**config.mk**
```make
export PLATFORM = sky130hd
export DESIGN_NAME = user_pattern_gen_flat
export DESIGN_NICKNAME = d
export VERILOG_FILES = /design/src/rtl/user_pattern_gen_pkg.sv /design/src/rtl/user_pattern_gen_if.sv /design/src/rtl/user_pattern_gen.sv /design/src/flat_wrapper.sv
export SDC_FILE = /design/constraint.sdc
export NUM_CORES = 1
export LEC_CHECK = 0
export BUFFER_PORTS_ARGS = -buffer_cell sky130_fd_sc_hd__buf_2
export CAP_MARGIN = 20
export CORE_MARGIN = 2
export CORE_UTILIZATION = 50
export DETAILED_ROUTE_END_ITERATION = 6
export GPL_TIMING_DRIVEN = 0
export PLACE_DENSITY_LB_ADDON = 0.05
export SETUP_SLACK_MARGIN = 0.3
export SYNTH_ARGS = -nofsm -noshare
export SYNTH_HDL_FRONTEND = slang
export SYNTH_SLANG_ARGS = --single-unit
```
**constraint.sdc**
```tcl
create_clock -name coreclk_out -period 4.6 [get_ports coreclk_out]
set_input_delay 0.23 -clock coreclk_out [delete_from_list [all_inputs] [get_ports coreclk_out]]
set_output_delay 0.23 -clock coreclk_out [all_outputs]
set_load 0.01 [all_outputs]
```
**src/rtl/user_pattern_gen_pkg.sv**
```systemverilog
// Shared user-side stream constants, the FSM state type and the tkeep helpers
// used by the pattern generator.
package user_pattern_gen_pkg;
  localparam int DATA_W = 64;
  localparam int KEEP_W = 8;
  localparam int BYTE_W = 8;
  localparam int CNT_W  = 32;
  localparam int BCNT_W = 64;
  localparam int BEAT_W = 16;

  typedef enum logic [1:0] {IDLE, SEND, GAP, DONE} state_e;

  function automatic logic [3:0] popcount(input logic [KEEP_W-1:0] k);
    logic [3:0] cnt;
    cnt = '0;
    for (int i = 0; i < KEEP_W; i++) cnt = cnt + 4'(k[i]);
    return cnt;
  endfunction

  // A length that is a whole number of beats keeps every lane on the final beat.
  function automatic logic [KEEP_W-1:0] last_keep(input int len);
    int r;
    r = len % KEEP_W;
    if (r == 0) return '1;
    return KEEP_W'((1 << r) - 1);
  endfunction
endpackage

```
**src/rtl/user_pattern_gen_if.sv**
```systemverilog
// AXI-stream style beat bus between the pattern generator and user_data.
interface user_pattern_gen_if;
  logic                                  tvalid;
  logic                                  tready;
  logic [user_pattern_gen_pkg::DATA_W-1:0] tdata;
  logic [user_pattern_gen_pkg::KEEP_W-1:0] tkeep;

  modport master (output tvalid, tdata, tkeep, input tready);
  modport slave  (input tvalid, tdata, tkeep, output tready);
endinterface

```
**src/rtl/user_pattern_gen.sv**
```systemverilog
// Emits runs of fixed-length segments carrying an incrementing byte pattern,
// separated by GAP_CYCLES idle cycles, with a sticky stop and segment limit.
module user_pattern_gen
  import user_pattern_gen_pkg::*;
#(
  parameter int TCP_DATA_LENGTH = 1456,
  parameter int GAP_CYCLES      = 16
) (
  input  logic               coreclk_out,
  input  logic               reset,
  input  logic               start,
  input  logic               stop,
  input  logic [CNT_W-1:0]   num_segments,
  user_pattern_gen_if.master m_axis,
  output logic               busy,
  output logic               done,
  output logic [CNT_W-1:0]   seg_count,
  output logic [BCNT_W-1:0]  byte_count
);
  localparam int               BEATS     = (TCP_DATA_LENGTH + KEEP_W - 1) / KEEP_W;
  localparam logic [BEAT_W-1:0] LAST_BEAT = BEAT_W'(BEATS - 1);
  localparam logic [KEEP_W-1:0] LAST_KEEP = last_keep(TCP_DATA_LENGTH);
  localparam logic [7:0]        GAP_LAST  = 8'(GAP_CYCLES - 1);

  state_e              state_q, state_d;
  logic [BEAT_W-1:0]   beat_q, beat_d;
  logic [7:0]          gap_q, gap_d;
  logic [BYTE_W-1:0]   idx_q, idx_d;
  logic [CNT_W-1:0]    seg_q, seg_d;
  logic [BCNT_W-1:0]   bytes_q, bytes_d;
  logic [CNT_W-1:0]    nseg_q, nseg_d;
  logic                stop_seen_q, stop_seen_d;

  logic                last_beat;
  logic [KEEP_W-1:0]   cur_keep;
  logic [3:0]          beat_bytes;
  logic [DATA_W-1:0]   pattern;

  assign last_beat  = (beat_q == LAST_BEAT);
  assign cur_keep   = last_beat ? LAST_KEEP : '1;
  assign beat_bytes = popcount(cur_keep);

  // Every lane carries its byte, even lanes masked off on the last beat.
  always_comb begin
    pattern = '0;
    for (int k = 0; k < KEEP_W; k++) pattern[BYTE_W*k +: BYTE_W] = idx_q + BYTE_W'(k);
  end

  assign m_axis.tvalid = (state_q == SEND);
  assign m_axis.tdata  = (state_q == SEND) ? pattern  : '0;
  assign m_axis.tkeep  = (state_q == SEND) ? cur_keep : '0;
  assign busy          = (state_q == SEND) || (state_q == GAP);
  assign done          = (state_q == DONE);
  assign seg_count     = seg_q;
  assign byte_count    = bytes_q;

  always_comb begin
    state_d     = state_q;
    beat_d      = beat_q;
    gap_d       = gap_q;
    idx_d       = idx_q;
    seg_d       = seg_q;
    bytes_d     = bytes_q;
    nseg_d      = nseg_q;
    stop_seen_d = stop_seen_q;
    case (state_q)
      IDLE: if (start) begin
        state_d     = SEND;
        beat_d      = '0;
        idx_d       = '0;
        seg_d       = '0;
        bytes_d     = '0;
        nseg_d      = num_segments;
        stop_seen_d = stop;
      end
      SEND: begin
        stop_seen_d = stop_seen_q | stop;
        if (m_axis.tready) begin
          idx_d   = idx_q + BYTE_W'(beat_bytes);
          bytes_d = bytes_q + BCNT_W'(beat_bytes);
          if (last_beat) begin
            beat_d = '0;
            gap_d  = '0;
            seg_d  = seg_q + 1'b1;
            if (stop_seen_d || (nseg_q != '0 && seg_d == nseg_q)) state_d = DONE;
            else if (GAP_CYCLES == 0)                             state_d = SEND;
            else                                                  state_d = GAP;
          end else begin
            beat_d = beat_q + 1'b1;
          end
        end
      end
      GAP: begin
        stop_seen_d = stop_seen_q | stop;
        if (stop_seen_d)            state_d = DONE;
        else if (gap_q == GAP_LAST) state_d = SEND;
        else                        gap_d   = gap_q + 8'd1;
      end
      DONE: begin
        state_d     = IDLE;
        stop_seen_d = 1'b0;
      end
      default: state_d = IDLE;
    endcase
  end

  always_ff @(posedge coreclk_out) begin
    if (reset) begin
      state_q     <= IDLE;
      beat_q      <= '0;
      gap_q       <= '0;
      idx_q       <= '0;
      seg_q       <= '0;
      bytes_q     <= '0;
      nseg_q      <= '0;
      stop_seen_q <= 1'b0;
    end else begin
      state_q     <= state_d;
      beat_q      <= beat_d;
      gap_q       <= gap_d;
      idx_q       <= idx_d;
      seg_q       <= seg_d;
      bytes_q     <= bytes_d;
      nseg_q      <= nseg_d;
      stop_seen_q <= stop_seen_d;
    end
  end
endmodule

```
**src/flat_wrapper.sv**
```systemverilog
// flat-port wrapper written by rule: the top's interface ports become plain ports
module user_pattern_gen_flat import user_pattern_gen_pkg::*;
#(
  parameter int TCP_DATA_LENGTH = 1456,
  parameter int GAP_CYCLES      = 16
)
  (coreclk_out, reset, start, stop, num_segments, busy, done, seg_count, byte_count, m_axis_tvalid, m_axis_tdata, m_axis_tkeep, m_axis_tready);
  user_pattern_gen_if m_axis_i ();
  input  logic coreclk_out;
  input  logic reset;
  input  logic start;
  input  logic stop;
  input  logic [CNT_W-1:0] num_segments;
  output logic busy;
  output logic done;
  output logic [CNT_W-1:0] seg_count;
  output logic [BCNT_W-1:0] byte_count;
  output wire logic [$bits(m_axis_i.tvalid)-1:0] m_axis_tvalid;
  output wire logic [$bits(m_axis_i.tdata)-1:0] m_axis_tdata;
  output wire logic [$bits(m_axis_i.tkeep)-1:0] m_axis_tkeep;
  input wire logic [$bits(m_axis_i.tready)-1:0] m_axis_tready;
  assign m_axis_tvalid = m_axis_i.tvalid;
  assign m_axis_tdata = m_axis_i.tdata;
  assign m_axis_tkeep = m_axis_i.tkeep;
  assign m_axis_i.tready = m_axis_tready;
  user_pattern_gen #(.TCP_DATA_LENGTH(TCP_DATA_LENGTH), .GAP_CYCLES(GAP_CYCLES)) u_core (.coreclk_out(coreclk_out), .reset(reset), .start(start), .stop(stop), .num_segments(num_segments), .m_axis(m_axis_i), .busy(busy), .done(done), .seg_count(seg_count), .byte_count(byte_count));
endmodule
```
### Yosys cells after proc, flatten, opt, wreduce, memory -nomap -nowiden

Index checks and enable logic that the tools add are counted.

* $add $sub $neg: 12
* eq/ne operators: 12
* multiplexer cells: 30
* bitwise logic cells: 1
* reduce and logical (&&, ||, !) cells: 13

Operator list (count)
* $mux 64: 3
* $pmux 64 s2: 1
* $mux 32: 3
* $add 64x4->64 const B: 1
* $pmux 32 s2: 1
* $mux 8: 7
* $mux 16: 3
* $add 32x1->32 const B: 1
* $add 8x3->8 const B: 4
* $eq 32x32->1: 1
* $pmux 16 s2: 1
* $pmux 8 s2: 2
* $reduce_bool 32->1: 1
* $add 16x1->16 const B: 1
* $add 8x1->8 const B: 2
* $add 8x2->8 const B: 2
* $eq 16x8->1 const B: 1
* $mux 2: 5
* $add 8x4->8 const B: 1
* $eq 8x4->1 const B: 1
* $pmux 2 s4: 1
* $reduce_and 4->1: 2
* $ne 2x2->1 const B: 3
* $reduce_and 5->1: 1
* other kinds (14): 19

* register bits: 163
* word-level logic and storage cells: 76

### Depth between registers and ports, before layout

* depth in word-level cells: 8
* gate-level depth with buffers: 11

### Worst setup path before layout

OpenSTA, ideal clock, no wires.

* path kind: register to register
* start: register u_core.state_q[1]
* end: register u_core.bytes_q[32], in the netlist u_core.byte_count[32]
* setup time: 70 ps
* arrival time: 2933 ps
* data required time: 4530 ps
* path slack: 1597 ps
* cell stages (with the launch flop): 9
* clock period less this slack: 3003 ps
* cells stage by stage: dfxtp_1 > inv_1 > ha_1 > mux2i_1 > nor4_4 > nor4b_2 > nand4_1 > or3_1 > a21oi_1

* word-level cells in the longest chain between the ends: 3

RTL lines
* start, declared: RTL line user_pattern_gen.sv:25 `state_e state_q, state_d;`
* start signal, assigned: RTL line user_pattern_gen.sv:118 `state_q <= state_d;`
* $eq 2x1->1 *
* net m_axis_tvalid: RTL line flat_wrapper.sv:18 `output wire logic [$bits(m_axis_i.tvalid)-1:0] m_axis_tvalid;`
* $ne 2x1->1 (no source line) or $reduce_bool 2->1 (tied branches)
* $reduce_and 3->1 (no source line)
* end signal, assigned: RTL line user_pattern_gen.sv:123 `bytes_q <= bytes_d;`
* end, declared: RTL line user_pattern_gen.sv:30 `logic [BCNT_W-1:0] bytes_q, bytes_d;`

The timed path passes the listed nets; every way through them passes the cells marked *.
A chain may end at the register's enable or synchronous reset.

### Worst setup path after layout

* start: register u_core.state_q[0]
* end: register u_core.seg_q[16], in the netlist u_core.seg_count[16]

* word-level cells in the longest chain between the ends: 3

RTL lines
* $eq 2x1->1 or $logic_not 2->1 (tied branches): RTL line user_pattern_gen.sv:66 `case (state_q)`
* $ne 2x1->1 (no source line) (tied with other cells)
* $reduce_and 4->1 (no source line)
* end signal, assigned: RTL line user_pattern_gen.sv:122 `seg_q <= seg_d;`
* end, declared: RTL line user_pattern_gen.sv:29 `logic [CNT_W-1:0] seg_q, seg_d;`

Several ways; a longest one is shown, not always the timed one.

==> results.md <==
* Clock slew at reported path FFs at 0.06 ns
* Post-CTS setup buffer count at 0
* Overflow after GRT at 0
* Count of final setup violators at 0
* Count of buffers inserted at the top-level ports at 192
* Logic depth of the worst register-to-register path at 8
* Number of global-route vias before repair at 7322
* Area after DPL at 9800 um^2
* Initial core utilization at 51.3%
* Max Clk Rate at 0.266 GHz
* Worst vdd ir at 0.000308 V
* Beginning of the worst register-to-register path: u_core.state_q[0]
* Maximum number of pins on one net before global-route repair at 28
* Layout cell share with drive strength beyond 1 at 24.1%
* Leakage component of the power at 4.39 nW
* Register area share after synthesis at 37.0%
* Detailed Route Iter0 Violations at about 610
* Antenna cells at 0
* Longest Clk Path Bufs at 2
* R2R setup slack at 0.84 ns
* Kind of critical path: reg2reg
* Vias per std cell at ~5.4
* CTS buffer count at 17
* Beginning of the worst hold path: num_segments[25]
* Number of failing hold endpoints at the final stage at 0
* Clock sink count at 157
* Post-detail-place hpwl at 17600 um
* Worst Hold Path Cells at 3
* Area of all placed cells without fillers at 10500 um^2
* Slowest stage delay, CP at 0.80 ns
* Total power of the final layout at roughly 4.2 mW
* TritonCTS clock tree: yes
* Outcome: completed
* Worst reg2reg path endpoint: u_core.seg_count[16]
* Antenna violations before repair at 0
* Area of the core region at approximately 17000 um^2
* Cell breakdown of the critical path: ha_1 > inv_1 > a41oi_1 > nor3_1 > nor2_1 > clkbuf_1 > o21ai_0 > o41ai_1
* DR WL/cell at between 15 and 20 um
* DRC violation count after routing at 0
* Number of levels the H-tree was split into at 4
* Wire length of the first global-routing pass at 37100 um
* Die width at roughly 130 um
* Fill cells at around 1600
* Endpoint class of the critical path: register
* Count of flip-flops with a built-in enable after synthesis at 0
* Final max-slew violation count at 0
* Max cap viols at 0
* Destination of the worst hold path: u_core.nseg_q[25]
* Synth Register Bits at 157
* Cell type of the slowest stage on the worst timing path: sky130_fd_sc_hd__ha_1
* Post-placement worst setup slack at 0.877 ns
* Count of yosys warnings during synthesis at 0
* Routed via count at about 8300
* Post-Synthesis Cells at between 1000 and 1500
* Rows at 47
* Setup repair after global routing missed its margin: no
* Final critical-path share of the clock period at 81.8%
* PwrDens at 402 nW/um^2
* Die extent in y at 134 um
* Setup tns final at 0 ns
* Cell area after synthesis at 8500 um^2
* Detailed-route wire length at 23600 um
* Worst Max-Slew Pin Slew at 1.19 ns
* Worst-skew pair later-pin latency at around 0.44 ns
* Post-synthesis to final-layout area growth at 23.1%
* Routed Antenna Nets at 0
* Worst endpoint required time at approximately 4.9 ns
* Quantity of hold-fixing buffers added after cts at 0
* Number of library cell types mapped by synthesis at 62
* Shortest clock period the worst path allows after layout at 3.76 ns
* Mean area per synthesized cell at 7.91 um^2
* Crit-path max FO at 27
* Post-route worst setup slack at 0.837 ns
* Number of primary I/O pins at 208
* Predominant post-synthesis flop cell: sky130_fd_sc_hd__dfxtp_1
* 1st-pass router iterations at 5
* Area of the die at 18100 um^2
* Skew final at 0.00849 ns
* Number of nets in the finished design at 1349
* Global-route total usage across every layer at 25.8%
* Asr flop ratio synth at 0%
* Max-slew headroom at the worst pin at 19.7%
* Last weighted congestion value of the routability-driven placer at roughly 0.88
* Data arrival time at the worst-slack endpoint at 4.08 ns
* Post_cts resized at 0
* Clock Tree Root: sky130_fd_sc_hd__clkbuf_16
* Setup crit start kind: register
* Worst Hold Class: in2reg
==> per-layer routing <==
metal | routed length (um) | GRT usage (%) | part of all wire [%]
met2 | 11000 | 42.6 | 47
met3 | 1460 | 4.65 | 6.2
met1 | 10600 | 33.5 | 45
met4 | 588 | 9.88 | 2.5
met5 | 0 | 0 | 0
==> registers in the layout (all words and copies together), names as in the netlist <==
name,flops
u_core.stop_seen_q,1
u_core.gap_q,8
u_core.idx_q,5
u_core.nseg_q,32
u_core.seg_count,32
u_core.beat_q,16
u_core.byte_count,61
u_core.state_q,2
==> power breakdown <==
group,total [mW],internal [mW],switching (mW)
logic,1.13,0.447,0.681
registers,1.52,1.43,0.0913
clock network,1.55,0.958,0.594
total,4.20,2.84,1.37
==> worst max-delay path, delay by kind of cell, from the launching register on <==
kind	cells	cell delay (ns)
buffers and inverters	2	0.80
AOI/OAI and AO/OA	3	0.87
DFF	1	0.44
adders and majority gates	1	0.80
and+or+nand+nor	2	0.73
==> logic make-up after synthesis <==
logic type,synth area share (%)
fa+ha+maj,1.47
flops,37.0
buf+inv,9.02
mux,0.957
xor+xnor,11.2
other cells,0.0441
simple gates,28.5
compound gates,11.8
==> synthesized netlist by cell type (15+ instances only) <==
cell / count / area, um^2
sky130_fd_sc_hd__a21oi_1: 69 / 345
sky130_fd_sc_hd__and2_1: 18 / 113
sky130_fd_sc_hd__and3_1: 15 / 93.8
sky130_fd_sc_hd__buf_4: 64 / 480
sky130_fd_sc_hd__clkbuf_1: 47 / 176
sky130_fd_sc_hd__dfxtp_1: 157 / 3140
sky130_fd_sc_hd__inv_1: 19 / 71.3
sky130_fd_sc_hd__nand2_1: 159 / 597
sky130_fd_sc_hd__nand3_1: 32 / 160
sky130_fd_sc_hd__nand4_1: 39 / 244
sky130_fd_sc_hd__nor2_1: 99 / 372
sky130_fd_sc_hd__nor3_1: 16 / 80.1
sky130_fd_sc_hd__nor4_1: 27 / 169
sky130_fd_sc_hd__o21ai_0: 57 / 285
sky130_fd_sc_hd__or3_1: 24 / 150
sky130_fd_sc_hd__xnor2_1: 51 / 447
sky130_fd_sc_hd__xor2_1: 58 / 508
==> final cells by class <==
cell class              count  area, um^2  area share (%)
multi-input cells         795        4650            44.4
flip-flops and latches    157        3140            30.1
repair buffers            194         976            9.33
plain buffers             118         696            6.65
clock buffers              20         467            4.46
well taps                 220         275            2.63
clock inverters            12         183            1.75
inverters                  19        71.3           0.682
==> how the worst max path moves through the flow <==
stage,from,slack [ns],end
global placement,u_core.state_q[0],0.62,u_core.seg_count[14]
floorplan,u_core.state_q[1],1.60,u_core.byte_count[32]
finish,u_core.state_q[0],0.84,u_core.seg_count[16]
global route,u_core.state_q[0],0.45,u_core.byte_count[38]
detailed placement,u_core.state_q[0],0.88,u_core.byte_count[36]
CTS,u_core.state_q[0],0.83,u_core.seg_count[16]
==> layout by cell type (no fill, tap or decap), types with 3 or more instances in the layout <==
cell type	netlist	final
sky130_fd_sc_hd__a2111oi_0	3	3
sky130_fd_sc_hd__a211oi_1	5	5
sky130_fd_sc_hd__a21oi_1	69	69
sky130_fd_sc_hd__a22o_1	3	3
sky130_fd_sc_hd__and2_1	18	18
sky130_fd_sc_hd__and3_1	15	15
sky130_fd_sc_hd__and4_1	10	10
sky130_fd_sc_hd__buf_2	4	196
sky130_fd_sc_hd__buf_4	64	66
sky130_fd_sc_hd__bufinv_16	0	4
sky130_fd_sc_hd__clkbuf_1	47	47
sky130_fd_sc_hd__clkbuf_16	0	17
sky130_fd_sc_hd__clkbuf_8	0	3
sky130_fd_sc_hd__conb_1	1	15
sky130_fd_sc_hd__dfxtp_1	157	157
sky130_fd_sc_hd__ha_1	10	10
sky130_fd_sc_hd__inv_1	19	19
sky130_fd_sc_hd__mux2i_1	7	7
sky130_fd_sc_hd__nand2_1	159	159
sky130_fd_sc_hd__nand2b_1	7	7
sky130_fd_sc_hd__nand3_1	32	32
sky130_fd_sc_hd__nand4_1	39	39
sky130_fd_sc_hd__nor2_1	99	99
sky130_fd_sc_hd__nor2b_1	3	3
sky130_fd_sc_hd__nor3_1	16	16
sky130_fd_sc_hd__nor4_1	27	26
sky130_fd_sc_hd__nor4_2	3	4
sky130_fd_sc_hd__o21ai_0	57	57
sky130_fd_sc_hd__o22ai_1	3	3
sky130_fd_sc_hd__o31ai_1	11	11
sky130_fd_sc_hd__or2_2	7	7
sky130_fd_sc_hd__or3_1	24	24
sky130_fd_sc_hd__or4_1	7	7
sky130_fd_sc_hd__xnor2_1	51	51
sky130_fd_sc_hd__xor2_1	58	58
==> metrics by stage <==
| step | cells | util, % | hold WS (ns) |
|---|---|---|---|
| after global placement | 1501 | 59.0 | 0.471 |
| final | 1535 | 63.1 | 0.0239 |
| after global routing | 1535 | 63.1 | 0.0321 |
| after floorplan | 1089 | - | 0.366 |
| after CTS | 1534 | 63.0 | 0.0212 |
| after detailed placement | 1502 | 59.1 | 0.476 |
No activity file was read; power rests on OpenSTA's default activity.
